`src/rtl/seg7_scan_mux.sv`:
```
// N-digit multiplexed seven-segment scanner with refresh prescaler and anti-ghost blanking.
// Optional brightness PWM on the anodes is enabled by defining SEG7_DIMMING_EN.
module seg7_scan_mux #(
  parameter int NUM_DIGITS       = 4,
  parameter int REFRESH_DIV      = 1000,
  parameter int BLANK_CYCLES     = 2,
  parameter int ANODE_ACTIVE_LOW = 1,
  parameter int SEG_ACTIVE_LOW   = 1
) (
  input  logic                  clk,
  input  logic                  rst_n,
  input  logic                  ena,
  input  logic                  wr_en,
  input  logic [2:0]            wr_addr,
  input  logic [3:0]            wr_data,
  input  logic                  wr_dp,
`ifdef SEG7_DIMMING_EN
  input  logic [3:0]            bright,
`endif
  output logic [NUM_DIGITS-1:0] anode,
  output logic [6:0]            seg,
  output logic                  dp,
  output logic [2:0]            digit_idx,
  output logic                  frame_tick
);

  localparam int PW = (REFRESH_DIV > 1) ? $clog2(REFRESH_DIV) : 1;
  localparam logic [PW-1:0] PRESC_LAST = PW'(REFRESH_DIV - 1);
  localparam logic [PW-1:0] PRESC_LIT  = PW'(BLANK_CYCLES);
  localparam logic [2:0]    IDX_LAST   = 3'(NUM_DIGITS - 1);
  localparam logic [NUM_DIGITS-1:0] AN_POL = (ANODE_ACTIVE_LOW != 0) ? '1 : '0;
  localparam logic [6:0]    SEG_POL    = (SEG_ACTIVE_LOW != 0) ? 7'h7F : 7'h00;
  localparam logic          DP_POL     = (SEG_ACTIVE_LOW != 0);

  logic [NUM_DIGITS-1:0][3:0] nib_q, nib_d;
  logic [NUM_DIGITS-1:0]      dpt_q, dpt_d;
  logic [PW-1:0]              presc_q, presc_d;
  logic [2:0]                 idx_q, idx_d;
  logic                       wrap_q, wrap_d;
  logic [NUM_DIGITS-1:0]      anode_q, anode_d;
  logic [6:0]                 seg_q, seg_d;
  logic                       dp_q, dp_d;
  logic                       tick_q, tick_d;
  logic [3:0]                 cur_nib;
  logic                       cur_dp;
  logic [6:0]                 seg_log;
  logic                       lit;
`ifdef SEG7_DIMMING_EN
  logic [3:0]                 pwm_q, pwm_d;
`endif

  // Scan position: prescaler within a slot, digit index across slots.
  always_comb begin
    presc_d = presc_q;
    idx_d   = idx_q;
    wrap_d  = 1'b0;
    if (ena) begin
      if (presc_q == PRESC_LAST) begin
        presc_d = '0;
        if (idx_q == IDX_LAST) begin
          idx_d  = 3'd0;
          wrap_d = 1'b1;
        end else begin
          idx_d = idx_q + 3'd1;
        end
      end else begin
        presc_d = presc_q + PW'(1);
      end
    end
  end

  always_comb begin
    nib_d = nib_q;
    dpt_d = dpt_q;
    for (int i = 0; i < NUM_DIGITS; i++) begin
      if (wr_en && (wr_addr == 3'(i))) begin
        nib_d[i] = wr_data;
        dpt_d[i] = wr_dp;
      end
    end
  end

  always_comb begin
    cur_nib = 4'd0;
    cur_dp  = 1'b0;
    for (int i = 0; i < NUM_DIGITS; i++) begin
      if (idx_q == 3'(i)) begin
        cur_nib = nib_q[i];
        cur_dp  = dpt_q[i];
      end
    end
  end

  always_comb begin
    case (cur_nib)
      4'h0: seg_log = 7'h3F;
      4'h1: seg_log = 7'h06;
      4'h2: seg_log = 7'h5B;
      4'h3: seg_log = 7'h4F;
      4'h4: seg_log = 7'h66;
      4'h5: seg_log = 7'h6D;
      4'h6: seg_log = 7'h7D;
      4'h7: seg_log = 7'h07;
      4'h8: seg_log = 7'h7F;
      4'h9: seg_log = 7'h6F;
      4'hA: seg_log = 7'h77;
      4'hB: seg_log = 7'h7C;
      4'hC: seg_log = 7'h39;
      4'hD: seg_log = 7'h5E;
      4'hE: seg_log = 7'h79;
      default: seg_log = 7'h71;
    endcase
  end

  // Output stage sees the scan state one cycle late; blanking hides the index change.
  always_comb begin
    lit = ena && (presc_q >= PRESC_LIT);
`ifdef SEG7_DIMMING_EN
    pwm_d = pwm_q + 4'd1;
    lit   = lit && (pwm_q <= bright);
`endif
    anode_d = '0;
    for (int i = 0; i < NUM_DIGITS; i++) begin
      anode_d[i] = lit && (idx_q == 3'(i));
    end
    anode_d = anode_d ^ AN_POL;
    seg_d   = seg_log ^ SEG_POL;
    dp_d    = cur_dp ^ DP_POL;
    tick_d  = wrap_q;
  end

  always_ff @(posedge clk) begin
    if (!rst_n) begin
      nib_q   <= '0;
      dpt_q   <= '0;
      presc_q <= '0;
      idx_q   <= 3'd0;
      wrap_q  <= 1'b0;
      anode_q <= AN_POL;
      seg_q   <= SEG_POL;
      dp_q    <= DP_POL;
      tick_q  <= 1'b0;
`ifdef SEG7_DIMMING_EN
      pwm_q   <= 4'd0;
`endif
    end else begin
      nib_q   <= nib_d;
      dpt_q   <= dpt_d;
      presc_q <= presc_d;
      idx_q   <= idx_d;
      wrap_q  <= wrap_d;
      anode_q <= anode_d;
      seg_q   <= seg_d;
      dp_q    <= dp_d;
      tick_q  <= tick_d;
`ifdef SEG7_DIMMING_EN
      pwm_q   <= pwm_d;
`endif
    end
  end

  assign anode      = anode_q;
  assign seg        = seg_q;
  assign dp         = dp_q;
  assign digit_idx  = idx_q;
  assign frame_tick = tick_q;

endmodule

```
`config.mk`:
```
export PLATFORM = sky130hd
export DESIGN_NAME = seg7_scan_mux
export DESIGN_NICKNAME = d
export VERILOG_FILES = /design/src/rtl/seg7_scan_mux.sv
export SDC_FILE = /design/constraint.sdc
export NUM_CORES = 1
export LEC_CHECK = 0
export ABC_AREA = 1
export CAP_MARGIN = 20
export CORE_UTILIZATION = 55
export DETAILED_ROUTE_END_ITERATION = 8
export GPL_TIMING_DRIVEN = 1
export PLACE_DENSITY_LB_ADDON = 0.2
export RECOVER_POWER = 50
export SYNTH_ARGS = -nofsm -noshare
export SYNTH_HDL_FRONTEND = slang
export SYNTH_SLANG_ARGS = --single-unit
```
`constraint.sdc`:
```
create_clock -name clk -period 2.8 [get_ports clk]
set_input_delay 0.28 -clock clk [delete_from_list [all_inputs] [get_ports clk]]
set_output_delay 0.28 -clock clk [all_outputs]
set_load 0.005 [all_outputs]
```
==> results summary, run 1 <==
Registers are responsible for 59.0% of the overall power. The count of final max-slew check failures is 0. The number of inserted filler cells in the final layout is 390. The number of antenna diodes in the final layout is 0. The portion of total power attributed to the clock network came out at 31.2%.

The number of buffers between clock root and the deepest sink is 2. The die outline height came out at 66.4 µm. The post-route clock period utilization came out at 82.6%. The Yosys warning count is 0. In this run the mean area of a mapped cell was 7.14 µm².

The total leakage power is 1.17 nW. The final period demand of the worst path came out at 2.31 ns. At the worst endpoint, the required time is 2.93 ns. The final number of setup-violating endpoints came out at 0. Clock tree synthesis inserted a total of 5 buffers.

The clock arrives with 0.00572 ns of skew. Summing the sequential cell areas from Yosys gives 41.2% of the chip area. The detailed placer's ending HPWL came out at 3450 µm. The pin slew with the least headroom to its limit is 1.10 ns. The peak ir drop on the vdd network is 0.350 mV. After technology mapping, the gate count stands at 320.

The path class of the tightest hold or removal check is register to register. The flow ran to the end, and the final reports show no timing, DRC or antenna violations. The routability congestion estimate from global placement came out at 0.858. The synthesis-to-layout area growth is 16.4%. The worst setup path is of the register to register kind. The top cell type by area accounts for 41.2% of the synthesized area. The wire length per cell after detailed routing came out at 11.2 µm. After routing, the total negative slack on setup checks comes to 0 ns. The area share of and/or/nand/nor cells after synthesis is 28.1%. Sorting the synthesized cells by area gives the leading types as dfxtp_1 (41%), nand2_1 (8.4%), inv_1 (8.1%). The analysis attributes to net switching a power of 0.000275 W. The TritonCTS sink count came out at 47. The overall power is 0.00118 W.

The number of antenna violations at the first check in global routing came out at 0. The quantity of gates resized following cts is 0. Detailed routing placed a total of 155 µm of wire on met3.

The number of placement rows came out at 23. The top fanout value on the critical path came out at 7. The signal on the critical path passes through inv_1, ha_1, inv_1, nor2_2, nand2_1, nand3_1, a21oi_1, inv_1, ha_1, inv_1, nand3_1, nand3_1, nand3_1. In this run the tool buffered the top-level ports with 27 buffer cells.

In the routed design, unresolved DRC markers number 0. The areal power density over the cells is 445 nW/µm². The via count of the first global-routing pass was 1,788. The top layer reached by signal wires is met4. The number of optimization iterations in the first detailed-route pass came out at 4. In the routed layout, each cell is associated on average with a via count of 5.01. The post-synthesis sequential element count came out at 47. The biggest cell delay along the critical path came out at 0.38 ns.

Of the total synthesized cell area, the portion taken by XOR and XNOR cells is 0%. The switching power share of the total came out at 23.3%. The initial detailed-routing violation count came out at 120.

The number of distinct library cell variants in the gate-level netlist after synthesis came out at 30. Detailed routing inserted a total of 1,992 vias. The part of the total power dissipated in combinational logic is 9.8%.

The mapped netlist covers 2280 µm². The TritonCTS clock tree is done. The library cell used most frequently in the layout, excluding fill and tap cells, is nand2_1. On the critical path, the stage with the largest delay is an instance of dfxtp_1. After synthesis, the largest family of logic cells by area is simple AND/OR/NAND/NOR gates.

The post-synthesis cell type with the largest combined area is dfxtp_1. The final hold violation count was 0. The overall die width is 66.4 µm. In this run the register-to-register setup slack is 0.49 ns. Buffers added to address setup during post-CTS repair amount to 0.

The total global-route track usage came out at 23.1%. The normalized max-slew margin came out at 26.4%. The floorplan core area is 4000 µm². The number of H-tree branching levels is 2. Internal power comes to 0.000907 W. The final layout contains routed wiring with a total length of 4480 µm.

The die covers 4410 µm². Setup repair after global routing left no endpoint under its margin. The post-synthesis compound-gate area fraction came out at 12.7%. Timing would allow up to 0.432 GHz. The first global-routing pass estimated 7630 µm of wire. The kind of launch point of the worst setup path is a register. The tree is rooted in a clkbuf_8. Entering global routing, the biggest net connects 32 pins. The hold-fix buffer count after cts is 0. The mux cell area share after synthesis came out at 0%. The routed design uses 2080 µm of met2 wire.

In the layout the commonest cells are nand2_1 (51), inv_1 (49), dfxtp_1 (47). The endpoint kind of the worst setup timing path is a register. The data arrival time at the worst-slack endpoint is 2.45 ns. The post-synth net total came out at 345. The clock input transition at the sequential cells of the worst setup and hold paths is 0.08 ns. The number of nets in the layout is 374. Global routing finished with a remaining overflow of 0. The wire length the detailed router placed on met1 is 2160 µm. The I/O pin count came out at 28. Max-cap violations in this run came to 0. The insertion delay of the later-clocked pin in the worst-skew pair is 0.30 ns. The antenna violation net count after detailed routing is 0. Of the total synthesized cell area, the portion taken by full adders, half adders and majority gates is 7.12%. The post-route netlist has 7.18% of its cells at a drive strength greater than 1. The initial cell density of the core came out at 57.1%.
-- per-layer routing --
metal | global-route usage, % | vias to the layer above
met5 | 0 | -
met4 | 11.2 | 0
met3 | 5.86 | 9
met2 | 39.0 | 39
met1 | 27.0 | 869
li1 | - | 1075
-- registers in the layout, summed over array words and instances, names as in the netlist --
| name | flops |
|---|---|
| nib_q | 16 |
| presc_q | 10 |
| seg | 7 |
| anode | 4 |
| dpt_q | 4 |
| digit_idx | 3 |
| dp | 1 |
| frame_tick | 1 |
| tick_d | 1 |
-- Yosys cell counts --
cell type  count
o21ai_0       23
or2_0          1
buf_1          1
nand3_1       28
nor4_1         2
a21oi_1       21
nand3b_1       1
nand2_2        5
o22ai_1        1
inv_1         49
a31oi_1        1
o21ai_1        2
buf_4          1
inv_2          8
ha_1          13
nor3_1         9
a211oi_1       1
a22oi_1        1
nand2_1       51
a21oi_2        1
nor2_1        37
dfxtp_1       47
nor2_2         4
nor3b_1        2
o2111ai_1      1
buf_6          1
nand2_4        2
o211ai_1       2
clkbuf_1       3
nand4_1        1
-- power by group through the flow --
stage | logic, W | registers, W | clock network, W
global route | 0.000132 | 0.000700 | 0.000409
detailed placement | 0.000119 | 0.000714 | 0
finish | 0.000116 | 0.000698 | 0.000369
global placement | 0.000118 | 0.000714 | 0
CTS | 0.000120 | 0.000698 | 0.000380
floorplan | 0.0000676 | 0.000714 | 0
-- worst max-delay path, delay by kind of cell (launching register included) --
kind / cells / cell delay, ns
buf+inv: 4 / 0.40
compound gates: 1 / 0.37
fa+ha+maj: 2 / 0.53
flops: 1 / 0.38
simple gates: 6 / 0.46
-- cell families after synthesis --
family	count (synthesis)
flops	47
buf+inv	63
compound gates	54
simple gates	143
fa+ha+maj	13
-- per-stage QoR --
step           instances  instance area (µm²)  worst slack [ns]  utilization [%]  hold slack [ns]
2_1_floorplan        320                 2280             0.745                -            0.390
3_3_place_gp         392                 2590             0.632             64.7            0.395
3_5_place_dp         392                 2590             0.551             64.7            0.405
4_1_cts              398                 2660             0.537             66.6            0.423
5_1_grt              398                 2660             0.177             66.5            0.447
6_report             398                 2660             0.487             66.5            0.419
-- final cells by class --
cell class | instances | area [µm²] | share of cell area [%]
Multi-Input combinational cell | 210 | 1090 | 41.2
Clock buffer | 6 | 72.6 | 2.73
Timing Repair Buffer | 28 | 274 | 10.3
Tap cell | 50 | 62.6 | 2.35
Inverter | 57 | 214 | 8.05
Sequential cell | 47 | 941 | 35.4
-- worst paths after layout --
check                from         end  cells past startpoint
min                tick_d  frame_tick                      2
max          digit_idx[1]      seg[0]                     13
min reg2reg        tick_d  frame_tick                      2
max reg2reg  digit_idx[1]      seg[0]                     13
(Power assumes the default switching activity.)
==> run 2, diff against run 1 <==
==> constraint.sdc (replaced) <==
create_clock -name clk -period 2.2 [get_ports clk]
set_input_delay 0.22 -clock clk [delete_from_list [all_inputs] [get_ports clk]]
set_output_delay 0.22 -clock clk [all_outputs]
set_load 0.005 [all_outputs]
==> results summary, run 2 (synthesis gave the netlist of run 1 again) <==
The flow ran to the end, and the final reports show no timing, DRC or antenna violations. The path with the worst hold slack has its endpoint at frame_tick. Power spread over the standard cell area amounts to 561 nW/µm². The path type of the worst setup path is register to register. The critical path data required time is 2.38 ns. The wire length per cell after detailed routing came out at 11.6 µm.

The floorplan core area is 4000 µm². The flop-to-flop setup slack came out at 0.21 ns. Summed over all failing endpoints, the final setup total negative slack is 0 ns. The post-route clock period utilization is 90.5%. The overall die width came out at 66.4 µm.

The total DRC errors in the routed layout came out at 0. The worst setup path is captured at a register. The die outline height came out at 66.4 µm. The highest attainable clock frequency is 0.503 GHz. The max-capacitance violation count came out at 0. The final period demand of the worst path is 1.99 ns. The H-tree was split into 2 levels. The cell sitting at the root of the clock tree is a clkbuf_8. The number of buffers between clock root and the deepest sink came out at 2. Among cell families on the critical path, the largest total delay comes from simple AND/OR/NAND/NOR gates. Measured against its own limit, the worst slew margin works out to 33.4%. Of the total power, registers draw 58.4%. The fraction of layout cells with a size suffix above 1 is 8.55%. The peak ir drop on the vdd network is 0.399 mV.

The routed wire length came out at 4670 µm. Counting instances, the worst hold path has a depth of 2. The total leakage power is 1.19 nW. The antenna violation net count after detailed routing came out at 0. The routed via count divided by cell count came out at 5.16. At the end of the flow the core is filled with cells to 67.7%. 28 I/O pins were placed. Setup repair after global routing left no endpoint under its margin. The internal portion of the total power is 0.00116 W.

The top fanout value on the critical path is 7. The library cells used most frequently in the layout, excluding fill and tap cells, are nand2_1 (51), inv_1 (49), dfxtp_1 (46). After clock tree synthesis, the clock-pin slew on the worst setup and hold paths is 0.08 ns. The final hold violation count came to 0. More flip-flops sit in one register than any other, and that register is nib_q. The first detailed-routing pass ran for 4 iterations. The number of nets in the layout is 377. The flip-flop count of the largest register, all copies and words added came out at 16. The worst hold path belongs to the class register to register. The final number of setup-violating endpoints came out at 0. The worst path meets setup with 0.210 ns of slack. The number of placement rows came out at 23. The number of buffers and inverters on the critical path came out at 4. The worst reg-to-reg path cell count is 13. Walking the worst path, the cells encountered are inv_1, ha_4, inv_1, nor2_4, nand2_1, nand3_1, a21oi_1, inv_1, ha_1, inv_1, nand3_1, nand3_1, nand3_1.

Entering global routing, the biggest net connects 30 pins. Across the routed clock network, the largest skew measured is 0.00688 ns. The number of antenna violations at the first check in global routing is 0. In this run the most critical hold path is launched from tick_d. After the first detailed-routing iteration, the DRC count stood at 160. Input and output buffers added on the ports amount to 27. The via count of the first global-routing pass is 1,911. The worst-case setup slack after placement is 0.119 ns.

The detailed placer's ending HPWL is 3470 µm. Global routing consumed, over all layers together, 24.3% of the routing resources. The number of clock buffers inserted by TritonCTS came out at 5. Global routing finished with a remaining overflow of 0.

The switching power share of the total came out at 23.9%. The biggest cell delay along the critical path is 0.39 ns. For the worst-skew pair, the clock arrives at the later sink with an insertion delay of 0.31 ns. The largest individual stage delay along the critical path comes from the cell dfxtp_1. From synthesis to final layout, the design area changed by 18.6%.

The data arrival time at the worst-slack endpoint is 2.17 ns. Leaving out fill and tap cells, the most frequent cell in the layout is nand2_1. The portion of total power attributed to the clock network came out at 31.7%. The worst register-to-register path begins at digit_idx[1]. The initial utilization of the core area, before any placement, comes to 57.1%. The number of inserted filler cells in the final layout came out at 343.

The final antenna diode count is 0. The kind of launch point of the worst setup path is a register. The pin slew with the least headroom to its limit came out at 0.999 ns. TritonCTS built the clock tree. Routability-driven placement finished with a final weighted congestion of 0.850. The die outline area came out at 4410 µm². The overall power is 0.00152 W.

The count of final max-slew check failures came to 0. The switching power is 0.000363 W. The TritonCTS sink count is 47. The first-pass GRT wire length came out at 8060 µm. The hold-fix buffer count after cts came out at 0. The part of the total power dissipated in combinational logic is 9.9%.

The worst register-to-register path ends at seg[3]. The via total after detailed routing is 2,068.
## run 2: layout make-up
| type | count | area, µm² | area share [%] |
|---|---|---|---|
| multi-input combinational | 210 | 1120 | 41.4 |
| clock buffer | 6 | 72.6 | 2.68 |
| sequential | 47 | 942 | 34.8 |
| timing repair buffer | 31 | 297 | 11.0 |
| inverter | 57 | 214 | 7.90 |
| tap | 50 | 62.6 | 2.31 |
## run 2: worst max-delay path by stage
stage                      start      to  depth (start not counted)
global route        digit_idx[1]  seg[3]                         13
floorplan           digit_idx[1]  seg[0]                         13
CTS                 digit_idx[1]  seg[3]                         13
detailed placement  digit_idx[1]  seg[3]                         13
finish              digit_idx[1]  seg[3]                         13
global placement    digit_idx[1]  seg[1]                         14
## run 2: repair_timing
| item | 4_1_cts | 5_1_grt |
|---|---|---|
| resized for setup | 0 | 5 |
| buffers inserted | 0 | 1 |
| endpoints found under the setup margin | 0 | 6 |
## run 2: metal layers
layer / vias up / routed length, µm / global-route usage, %
met5: - / 0 / 0
met4: 0 / 94 / 10.9
met3: 10 / 229 / 6.72
met2: 62 / 2240 / 42.3
met1: 916 / 2110 / 27.2
li1: 1080 / - / -
## run 2: worst register-to-register path: stages, from the launching register on
cell     delay, ns
dfxtp_1       0.39
inv_1         0.11
ha_4          0.19
inv_1         0.09
nor2_4        0.05
nand2_1       0.07
nand3_1       0.08
a21oi_1       0.18
inv_1         0.11
ha_1          0.26
inv_1         0.07
nand3_1       0.09
nand3_1       0.10
nand3_1       0.07
## run 2: power by group through the flow
stage | clock (W) | sequential, W | combinational (W)
floorplan | 0 | 0.000908 | 0.0000860
finish | 0.000481 | 0.000888 | 0.000151
global route | 0.000527 | 0.000891 | 0.000172
detailed placement | 0 | 0.000909 | 0.000153
global placement | 0 | 0.000908 | 0.000151
CTS | 0.000491 | 0.000888 | 0.000154
## run 2: metrics by stage
step	cells	hold WS, ns	instance area, µm²
floorplan	320	0.385	2280
global placement	394	0.395	2610
detailed placement	394	0.419	2610
CTS	400	0.434	2680
global route	401	0.473	2710
finish	401	0.428	2710
